[config.mk]
export PLATFORM = sky130hd
export DESIGN_NAME = rpn_sequencer
export DESIGN_NICKNAME = d
export VERILOG_FILES = /design/src/rtl/stack_alu_pkg.sv /design/src/rtl/rpn_depth_tracker.sv /design/src/rtl/rpn_sequencer.sv
export SDC_FILE = /design/constraint.sdc
export NUM_CORES = 1
export LEC_CHECK = 0
export ABC_AREA = 1
export CAP_MARGIN = 10
export CELL_PAD_IN_SITES_DETAIL_PLACEMENT = 0
export CELL_PAD_IN_SITES_GLOBAL_PLACEMENT = 1
export CORE_ASPECT_RATIO = 0.6
export CORE_UTILIZATION = 33
export CTS_CLUSTER_DIAMETER = 60
export DETAILED_ROUTE_END_ITERATION = 10
export PLACE_DENSITY = 0.82
export SYNTH_ARGS = -nofsm -noshare
export SYNTH_HDL_FRONTEND = slang
export SYNTH_SLANG_ARGS = --single-unit
[constraint.sdc]
create_clock -name clk -period 2.1 [get_ports clk]
set_input_delay 0.63 -clock clk [delete_from_list [all_inputs] [get_ports clk]]
set_output_delay 0.63 -clock clk [all_outputs]
set_load 0.01 [all_outputs]
[src/rtl/stack_alu_pkg.sv]
// Shared definitions for the stack ALU and its RPN sequencer: ALU opcodes,
// sequencer error codes and sequencer FSM states.
package stack_alu_pkg;

    localparam logic [2:0] OP_NOP  = 3'b000;
    localparam logic [2:0] OP_ADD  = 3'b100;
    localparam logic [2:0] OP_MUL  = 3'b101;
    localparam logic [2:0] OP_PUSH = 3'b110;
    localparam logic [2:0] OP_POP  = 3'b111;

    typedef enum logic [2:0] {
        ERR_OK         = 3'd0,
        ERR_UNDERFLOW  = 3'd1,
        ERR_FULL       = 3'd2,
        ERR_ILLEGAL_OP = 3'd3,
        ERR_BAD_DEPTH  = 3'd4
    } err_e;

    typedef enum logic [2:0] {
        ST_IDLE    = 3'd0,
        ST_ISSUE   = 3'd1,
        ST_POP     = 3'd2,
        ST_CAPTURE = 3'd3,
        ST_RESULT  = 3'd4,
        ST_DRAIN   = 3'd5,
        ST_FLUSH   = 3'd6
    } state_e;

    // Only the two binary arithmetic commands may arrive as operator tokens.
    function automatic logic is_arith_op(input logic [2:0] op);
        return (op == OP_ADD) || (op == OP_MUL);
    endfunction

endpackage

[src/rtl/rpn_depth_tracker.sv]
// Mirror of the ALU stack occupancy; saturates at both ends so it never wraps
// and provides the predicates the sequencer needs for its legality checks.
module rpn_depth_tracker #(
    parameter int STACK_SIZE = 64,
    localparam int DEPTH_W = $clog2(STACK_SIZE + 1)
) (
    input  logic               clk,
    input  logic               rst_n,
    input  logic               inc,
    input  logic               dec,
    output logic [DEPTH_W-1:0] depth,
    output logic               full,
    output logic               empty,
    output logic               lt2,
    output logic               is_one
);

    logic [DEPTH_W-1:0] depth_q;

    always_ff @(posedge clk or negedge rst_n) begin
        if (!rst_n) begin
            depth_q <= '0;
        end else if (inc && !dec && !full) begin
            depth_q <= depth_q + DEPTH_W'(1);
        end else if (dec && !inc && !empty) begin
            depth_q <= depth_q - DEPTH_W'(1);
        end
    end

    assign depth  = depth_q;
    assign full   = (depth_q == DEPTH_W'(STACK_SIZE));
    assign empty  = (depth_q == '0);
    assign lt2    = (depth_q < DEPTH_W'(2));
    assign is_one = (depth_q == DEPTH_W'(1));

endmodule

[src/rtl/rpn_sequencer.sv]
// Drives the stack ALU from a stream of reverse-Polish tokens and returns the
// final stack value with overflow and error status on a result interface.
module rpn_sequencer
    import stack_alu_pkg::*;
#(
    parameter int DATA_WIDTH = 16,
    parameter int STACK_SIZE = 64
) (
    input  logic                             clk,
    input  logic                             rst_n,
    input  logic                             tok_valid,
    output logic                             tok_ready,
    input  logic                             tok_is_op,
    input  logic [DATA_WIDTH-1:0]            tok_data,
    input  logic                             tok_last,
    output logic [2:0]                       alu_opcode,
    output logic [DATA_WIDTH-1:0]            alu_data,
    input  logic [DATA_WIDTH-1:0]            alu_result,
    input  logic                             alu_overflow,
    output logic                             res_valid,
    input  logic                             res_ready,
    output logic [DATA_WIDTH-1:0]            res_data,
    output logic                             res_overflow,
    output logic [2:0]                       res_err,
    output logic [$clog2(STACK_SIZE+1)-1:0]  depth,
    output logic [2:0]                       dbg_state
);

    // Both interfaces: a transfer happens on a rising edge where valid && ready;
    // the producer holds its payload stable while valid is high and not accepted.

    state_e                  state_q, state_d;
    err_e                    err_q, tok_err;
    logic                    run_q;
    logic [DATA_WIDTH-1:0]   tok_data_q, res_data_q;
    logic                    tok_op_q, tok_last_q;
    logic                    ovf_pend_q, sticky_ovf_q;
    logic                    tok_accept;
    logic                    dt_inc, dt_dec, dt_full, dt_empty, dt_lt2, dt_one;

    rpn_depth_tracker #(.STACK_SIZE(STACK_SIZE)) u_depth (
        .clk    (clk),
        .rst_n  (rst_n),
        .inc    (dt_inc),
        .dec    (dt_dec),
        .depth  (depth),
        .full   (dt_full),
        .empty  (dt_empty),
        .lt2    (dt_lt2),
        .is_one (dt_one)
    );

    assign tok_accept = tok_valid && tok_ready;

    always_comb begin
        tok_err = ERR_OK;
        if (!tok_is_op) begin
            if (dt_full) tok_err = ERR_FULL;
        end else if (!is_arith_op(tok_data[2:0])) begin
            tok_err = ERR_ILLEGAL_OP;
        end else if (dt_lt2) begin
            tok_err = ERR_UNDERFLOW;
        end
    end

    always_ff @(posedge clk or negedge rst_n) begin
        if (!rst_n) begin
            state_q <= ST_IDLE;
        end else begin
            state_q <= state_d;
        end
    end

    always_comb begin
        state_d = state_q;
        case (state_q)
            ST_IDLE: begin
                if (tok_accept) begin
                    if (tok_err != ERR_OK) state_d = tok_last ? ST_DRAIN : ST_FLUSH;
                    else                   state_d = ST_ISSUE;
                end
            end
            ST_ISSUE:   state_d = tok_last_q ? ST_POP : ST_IDLE;
            ST_POP:     state_d = dt_one ? ST_CAPTURE : ST_DRAIN;
            ST_CAPTURE: state_d = ST_RESULT;
            ST_RESULT:  if (res_ready) state_d = ST_IDLE;
            ST_FLUSH:   if (tok_accept && tok_last) state_d = ST_DRAIN;
            ST_DRAIN:   if (dt_empty) state_d = ST_RESULT;
            default:    state_d = ST_IDLE;
        endcase
    end

    // ALU command and handshake outputs are decoded from the registered state.
    always_comb begin
        tok_ready  = 1'b0;
        alu_opcode = OP_NOP;
        alu_data   = '0;
        res_valid  = 1'b0;
        dt_inc     = 1'b0;
        dt_dec     = 1'b0;
        case (state_q)
            ST_IDLE, ST_FLUSH: tok_ready = run_q;
            ST_ISSUE: begin
                if (tok_op_q) begin
                    alu_opcode = tok_data_q[2:0];
                    dt_dec     = 1'b1;
                end else begin
                    alu_opcode = OP_PUSH;
                    alu_data   = tok_data_q;
                    dt_inc     = 1'b1;
                end
            end
            ST_POP: begin
                if (dt_one) begin
                    alu_opcode = OP_POP;
                    dt_dec     = 1'b1;
                end
            end
            ST_DRAIN: begin
                if (!dt_empty) begin
                    alu_opcode = OP_POP;
                    dt_dec     = 1'b1;
                end
            end
            ST_RESULT: res_valid = 1'b1;
            default: ;
        endcase
    end

    always_ff @(posedge clk or negedge rst_n) begin
        if (!rst_n) begin
            run_q        <= 1'b0;
            tok_data_q   <= '0;
            tok_op_q     <= 1'b0;
            tok_last_q   <= 1'b0;
            ovf_pend_q   <= 1'b0;
            sticky_ovf_q <= 1'b0;
            err_q        <= ERR_OK;
            res_data_q   <= '0;
        end else begin
            run_q <= 1'b1;
            if (state_q == ST_IDLE && tok_accept) begin
                tok_data_q <= tok_data;
                tok_op_q   <= tok_is_op;
                tok_last_q <= tok_last;
                if (tok_err != ERR_OK) err_q <= tok_err;
            end
            if (state_q == ST_POP && !dt_one) err_q <= ERR_BAD_DEPTH;
            // The ALU flags overflow on the edge that executes the operator.
            ovf_pend_q <= (state_q == ST_ISSUE) && tok_op_q;
            if (state_q == ST_RESULT && res_ready) begin
                sticky_ovf_q <= 1'b0;
                err_q        <= ERR_OK;
            end else if (ovf_pend_q && alu_overflow) begin
                sticky_ovf_q <= 1'b1;
            end
            if (state_q == ST_CAPTURE) res_data_q <= alu_result;
            if (state_q == ST_DRAIN)   res_data_q <= '0;
        end
    end

    assign res_data     = res_data_q;
    assign res_overflow = sticky_ovf_q;
    assign res_err      = err_q;
    assign dbg_state    = state_q;

endmodule

## Word level (Yosys, flattened, before mapping)

Index checks and enable logic that the tools add are counted.

| word-level totals | value |
|---|---|
| flip-flop bits (word level) | 50 |
| latch bits | 0 |
| memory bits (writable) | 0 |
| bits in read-only memories | 0 |
| bits of input ports | 39 |
| memories | 0 |

| cells by class | value |
|---|---|
| add/subtract/negate cells | 2 |
| multiply operators | 0 |
| div/mod/pow operators | 0 |
| magnitude comparators | 1 |
| equality and inequality tests | 14 |
| shifts and indexed selects | 0 |
| multiplexer cells | 37 |
| bitwise operators | 0 |
| reductions and logical operators | 28 |

Operators by type and width:

| operator | count |
|---|---|
| 2-to-1 mux 16 bit | 4 |
| 2-to-1 mux 3 bit | 13 |
| one-hot mux 3 bit (7 select lines) | 1 |
| equality test 3 bit (second input constant) | 5 |
| 2-to-1 mux 7 bit | 2 |
| logical AND 1 bit | 11 |
| 2-to-1 mux 1 bit | 10 |
| 2-to-1 mux 2 bit | 5 |
| one-hot mux 3 bit (3 select lines) | 1 |
| nonzero test 3 bit | 3 |
| != test 2 bit (second input constant) | 4 |
| adder 7 x 1 -> 7 bit (second input constant) | 1 |
| equality test 7 x 1 -> 1 bit (second input constant) | 1 |
| equality test 7 bit (second input constant) | 1 |
| logical NOT 7 bit | 1 |
| less-than comparator 7 x 2 -> 1 bit (second input constant) | 1 |
| subtractor 7 x 1 -> 7 bit (second input constant) | 1 |
| equality test 3 x 2 -> 1 bit (second input constant) | 2 |
| nonzero test 2 bit | 3 |
| logical NOT 1 bit | 5 |
| AND reduction 4 bit | 1 |
| equality test 3 x 1 -> 1 bit (second input constant) | 1 |
| logical NOT 3 bit | 1 |
| one-hot mux 1 bit (3 select lines) | 1 |
| other kinds (3) | 3 |

## Logic depth before layout (Yosys ltp)

| depth | value |
|---|---|
| word-level depth | 9 |
| depth in mapped cells | 11 |
| gate-level depth less buffers | 11 |

## Modules after synthesis

From an unflattened synthesis, not the netlist that was laid out.

| unflattened totals | value |
|---|---|
| cell total of the unflattened synthesis | 369 |
| area total of the unflattened synthesis | 2767.7 um^2 |

Modules (own cells, without submodules):

| module | instances | cells each | area each (um^2) |
|---|---|---|---|
| rpn_sequencer | 1 | 271 | 2080.7 |
| rpn_depth_tracker | 1 | 98 | 686.9 |

## Least setup slack after synthesis

Ideal clock, no wire load.

| path | value |
|---|---|
| path kind | register to output |
| from | reg u_depth.depth_q[0], in the netlist u_depth.depth[0] |
| to | out alu_opcode[0] |
| arrival time | 1.330 ns |
| data required time | 1.470 ns |
| path slack | 0.140 ns |
| stages on the path, launching flop included | 10 |
| buffers on the path | 0 |
| cells stage by stage | dfrtp_1 -> inv_1 -> ha_1 -> nand2_2 -> inv_2 -> nand2_4 -> nand2_4 -> nand2_1 -> inv_1 -> o21ai_0 |

| between the ends | value |
|---|---|
| longest elaborated chain between the ends | 3 |
| elaborated cells on any way between the ends | 5 |
| those cells by class | eq/ne: 1; mux: 3; reduce/logical: 1 |

RTL lines:

| element | line | RTL |
|---|---|---|
| from (decl) | rpn_depth_tracker.sv:18 | `logic [DEPTH_W-1:0] depth_q;` |
| from (signal assigned) | rpn_depth_tracker.sv:24 | `depth_q <= depth_q + DEPTH_W'(1);` |
| from (signal assigned) | rpn_depth_tracker.sv:26 | `depth_q <= depth_q - DEPTH_W'(1);` |
| equality test 7 x 1 -> 1 bit or logical NOT 7 bit (tied branches) | rpn_depth_tracker.sv:34, rpn_depth_tracker.sv:32 |  |
| 2-to-1 mux 3 bit, on equally long branches | rpn_sequencer.sv:114, rpn_sequencer.sv:120 |  |
| one-hot mux 3 bit (3 select lines) * | rpn_sequencer.sv:101 | `case (state_q)` |
| to (decl) | rpn_sequencer.sv:16 | `output logic [2:0] alu_opcode,` |

Every way passes the cells marked *; elsewhere a longest branch is shown, timed or not.

## Worst setup path in the final report

| path | value |
|---|---|
| from | reg state_q[1], in the netlist dbg_state[1] |
| to | out alu_data[7] |

| between the ends | value |
|---|---|
| longest elaborated chain between the ends | 2 |

RTL lines:

| element | line | RTL |
|---|---|---|
| from (decl) | rpn_sequencer.sv:32 | `state_e state_q, state_d;` |
| from (signal assigned) | rpn_sequencer.sv:70 | `state_q <= state_d;` |
| equality test 3 x 1 -> 1 bit | rpn_sequencer.sv:101 |  |
| 2-to-1 mux 16 bit | rpn_sequencer.sv:101 |  |
| to (decl) | rpn_sequencer.sv:17 | `output logic [DATA_WIDTH-1:0] alu_data,` |

No other way between the ends.

==> flow_metrics.tcl <==
set metrics [dict create \
    outcome "finished, violations left" \
    failed_checks "negative setup slack" \
    mappedNetlistArea_um2 2755 \
    diodes 0 \
    path_clk_slew_ns 0.06 \
    drt-wirelength-per-cell_um 13.20 \
    arrival_ns 1.58 \
    drive_gt1_frac 0.3159 \
    worstSetupStartpoint "dbg_state[1]" \
    fin_ws_ns -0.1087 \
    grt_pass1_vias 2734 \
    yosys.area_share.simple 0.3147 \
    ir_drop_v 0.0005473 \
    min_period_ns 2.209 \
    wl_met2_um 3548 \
    synth.avg_cell_area_um2 7.761 \
    synth-xor-area-share 0.02861 \
    synth_cell_types 32 \
    met3_length_um 496 \
    cpMaxStageDelayCell "dfrtp_1" \
    crit_family "buffers and inverters" \
    grt_pass1_wl_um 13170 \
    wl_met1_um 3904 \
    worstPathCellList "inv_2 > nand2_4 > nor2_4 > clkinvlp_4 > clkbuf_16 > nor2_1 > buf_2" \
    reg2reg_depth 15 \
    maxCapViolations 0 \
    die_y_um 72.78 \
    critPathBufInv 4 \
    row_count 25 \
    cp-start-kind "flop" \
    crit_path_end_kind "primary output" \
    ys_warn_count 0 \
    die_area_um2 8730 \
    grt_max_degree 51 \
    ant_nets 0 \
    reg2reg_slack_ns -0.01 \
    tritoncts "yes" \
    ys_ff_latch 50 \
    finalPower_mw 6.727 \
    hpwl_um 5624 \
    synthCells 355 \
    root_buffer "clkbuf_16" \
    stdcell_area_um2 4594 \
    cp_max_fo 7 \
    fillers 730 \
    syn-num-nets 397 \
    drtPass1Iterations 4 \
    setup_tns_ns -1.135 \
    path_class "reg -> out" \
    rsz0062_at_grt "yes" \
    synth-adder-area-share 0.01362 \
    grt_usage 0.1921 \
    setup_viol 23 \
    max_freq_mhz 452.8 \
    viasPerCell 4.458 \
    wl_um 7985 \
    syn_to_final_growth_pct 66.76 \
    synthMuxAreaShare 0 \
    fp.coreArea_um2 7976 \
    clk_latency_ns 0.28 \
    p_leak_nw 2.323 \
    io-pin-count 90 \
    p_per_area_nw_per_um2 1464 \
    fin_crit_sh 1.052 \
    cp_slowest_stage_delay_ns 0.40 \
    antenna_found_initial 0 \
    vias 2697 \
    slew_violations 0 \
    clock_path_buffers 2 \
    drcViolationCount 0 \
    h-tree-depth 2 \
    skew_ns 0.006758 \
    cts_hold_buf 0 \
    holdCritPathClass "in -> async" \
    ys_seq_area_frac 0.4541 \
    layout.nets 539 \
    io_buffers 89 \
    overflow 0 \
    place_area_um2 4016 \
    synth_top_family_by_area "simple AND/OR/NAND/NOR gates" \
    top_layer_used "met4" \
    place.gp.congestion 0.7977 \
    synth-compound-area-share 0.08311 \
    reg2reg_from "u_depth.depth[1]" \
    drt_iter0_drc 135 \
    hold_viol 0 \
    r2r_end "u_depth.depth[2]" \
    initial_core_util 0.3454 \
    required_ns 1.47 \
    clock_sinks 50 \
    die_w_um 120.0 \
    cts_buffers 5 \
]
## state kept, by name, summed over array words and instances (netlist names)
| signal | flops |
|---|---|
| res_data | 16 |
| tok_data_q | 16 |
| u_depth.depth | 7 |
| dbg_state | 3 |
| res_err | 3 |
| ovf_pend_q | 1 |
| res_overflow | 1 |
| run_q | 1 |
| tok_last_q | 1 |
| tok_op_q | 1 |
## cell families after synthesis
group	after synthesis
adders and majority gates	3
AOI/OAI and AO/OA	37
and+or+nand+nor	187
DFF	50
other	1
buffers and inverters	68
xor gates and xnor gates	9
## area by class of cell
cell class / instances / area, µm² / area share
Tap cell: 108 / 135.1 / 0.02941
Sequential cell: 50 / 1257 / 0.2737
Clock buffer: 5 / 125.1 / 0.02723
Clock inverter: 2 / 38.79 / 0.008442
Inverter: 57 / 219.0 / 0.04766
Multi-Input combinational cell: 237 / 1436 / 0.3126
Timing Repair Buffer: 146 / 1383 / 0.3009
## cells in the mapped netlist
master | n | area (µm²)
a21boi_0 | 2 | 15.01
a21oi_1 | 1 | 5.000
a21oi_2 | 1 | 8.760
buf_2 | 4 | 20.02
buf_4 | 3 | 22.52
buf_6 | 2 | 22.52
clkbuf_1 | 2 | 7.510
clkinv_1 | 1 | 3.750
clkinv_2 | 1 | 5.000
conb_1 | 1 | 3.750
dfrtp_1 | 50 | 1251
ha_1 | 3 | 37.54
inv_1 | 49 | 183.9
inv_2 | 6 | 22.52
nand2_1 | 118 | 442.9
nand2_2 | 3 | 18.77
nand2_4 | 6 | 67.56
nand2b_1 | 1 | 6.260
nand3_1 | 17 | 85.08
nand3_2 | 3 | 30.03
nand3_4 | 1 | 17.52
nand3b_2 | 1 | 11.26
nand4_1 | 4 | 25.02
nor2_1 | 28 | 105.1
nor2_4 | 4 | 45.04
nor3b_2 | 1 | 12.51
o21ai_0 | 12 | 60.06
o21ai_1 | 1 | 5.000
o21ai_2 | 4 | 35.03
o22ai_1 | 16 | 100.1
xnor2_1 | 2 | 17.52
xor2_1 | 7 | 61.31
## cells in the final DEF, fill, tap and decap left out, types with 2 or more instances in the layout
master / instances
nand2_4: 6
dlymetal6s2s_1: 5
nand2_8: 2
nand2_1: 110
buf_2: 6
inv_1: 44
xnor2_1: 2
dfrtp_1: 45
dfrtp_2: 5
nor2_1: 10
nand3_1: 16
nand3_2: 3
o21ai_1: 4
o21ai_0: 9
o21ai_2: 4
xor2_1: 7
nor2_2: 2
nand4_1: 4
o22ai_1: 16
nand3_4: 2
buf_12: 2
clkdlybuf4s50_1: 62
ha_4: 2
clkbuf_16: 6
buf_6: 21
inv_2: 10
nand2_2: 9
buf_4: 49
nor2_4: 20
## what timing repair did
| item | 4_1_cts | 5_1_grt |
|---|---|---|
| cloned | 0 | 1 |
| setup buffers | 15 | 3 |
| pin swaps | 7 | 12 |
| gates resized for setup | 117 | 62 |
| setup endpoints to repair | 23 | 34 |
## per-stage QoR
stage | std cells | hold WS (ns) | worst slack [ns] | utilization
finish | 605 | 0.3198 | -0.1087 | 0.5760
global placement | 581 | 0.4642 | -0.2252 | 0.5035
global route | 605 | 0.3543 | -0.2131 | 0.5760
CTS | 603 | 0.3373 | -0.08811 | 0.5385
detailed placement | 581 | 0.4660 | -0.2609 | 0.5035
floorplan | 355 | 0.3344 | 0.1402 | -
## worst max-delay path by stage
stage          slack (ns)  cells after the start            end
3_5_place_dp        -0.26                      8  alu_opcode[0]
6_report            -0.11                      7    alu_data[7]
3_3_place_gp        -0.23                      8  alu_opcode[0]
5_1_grt             -0.21                      8  alu_opcode[0]
2_1_floorplan        0.14                      9  alu_opcode[0]
4_1_cts             -0.09                      8  alu_opcode[0]
## per-layer routing
metal,track usage,vias up
met4,0.04028,0
met1,0.2737,1254
li1,-,1372
met5,0,-
met2,0.3027,66
met3,0.03906,5
## where the power goes
part | leakage (nW) | internal, mW | switching [mW] | total [mW]
registers | 0.641 | 1.41 | 0.304 | 1.72
logic | 1.60 | 2.03 | 2.09 | 4.11
clock network | 0.0799 | 0.557 | 0.343 | 0.901
Note: power is estimated with default switching activity, not from simulation.
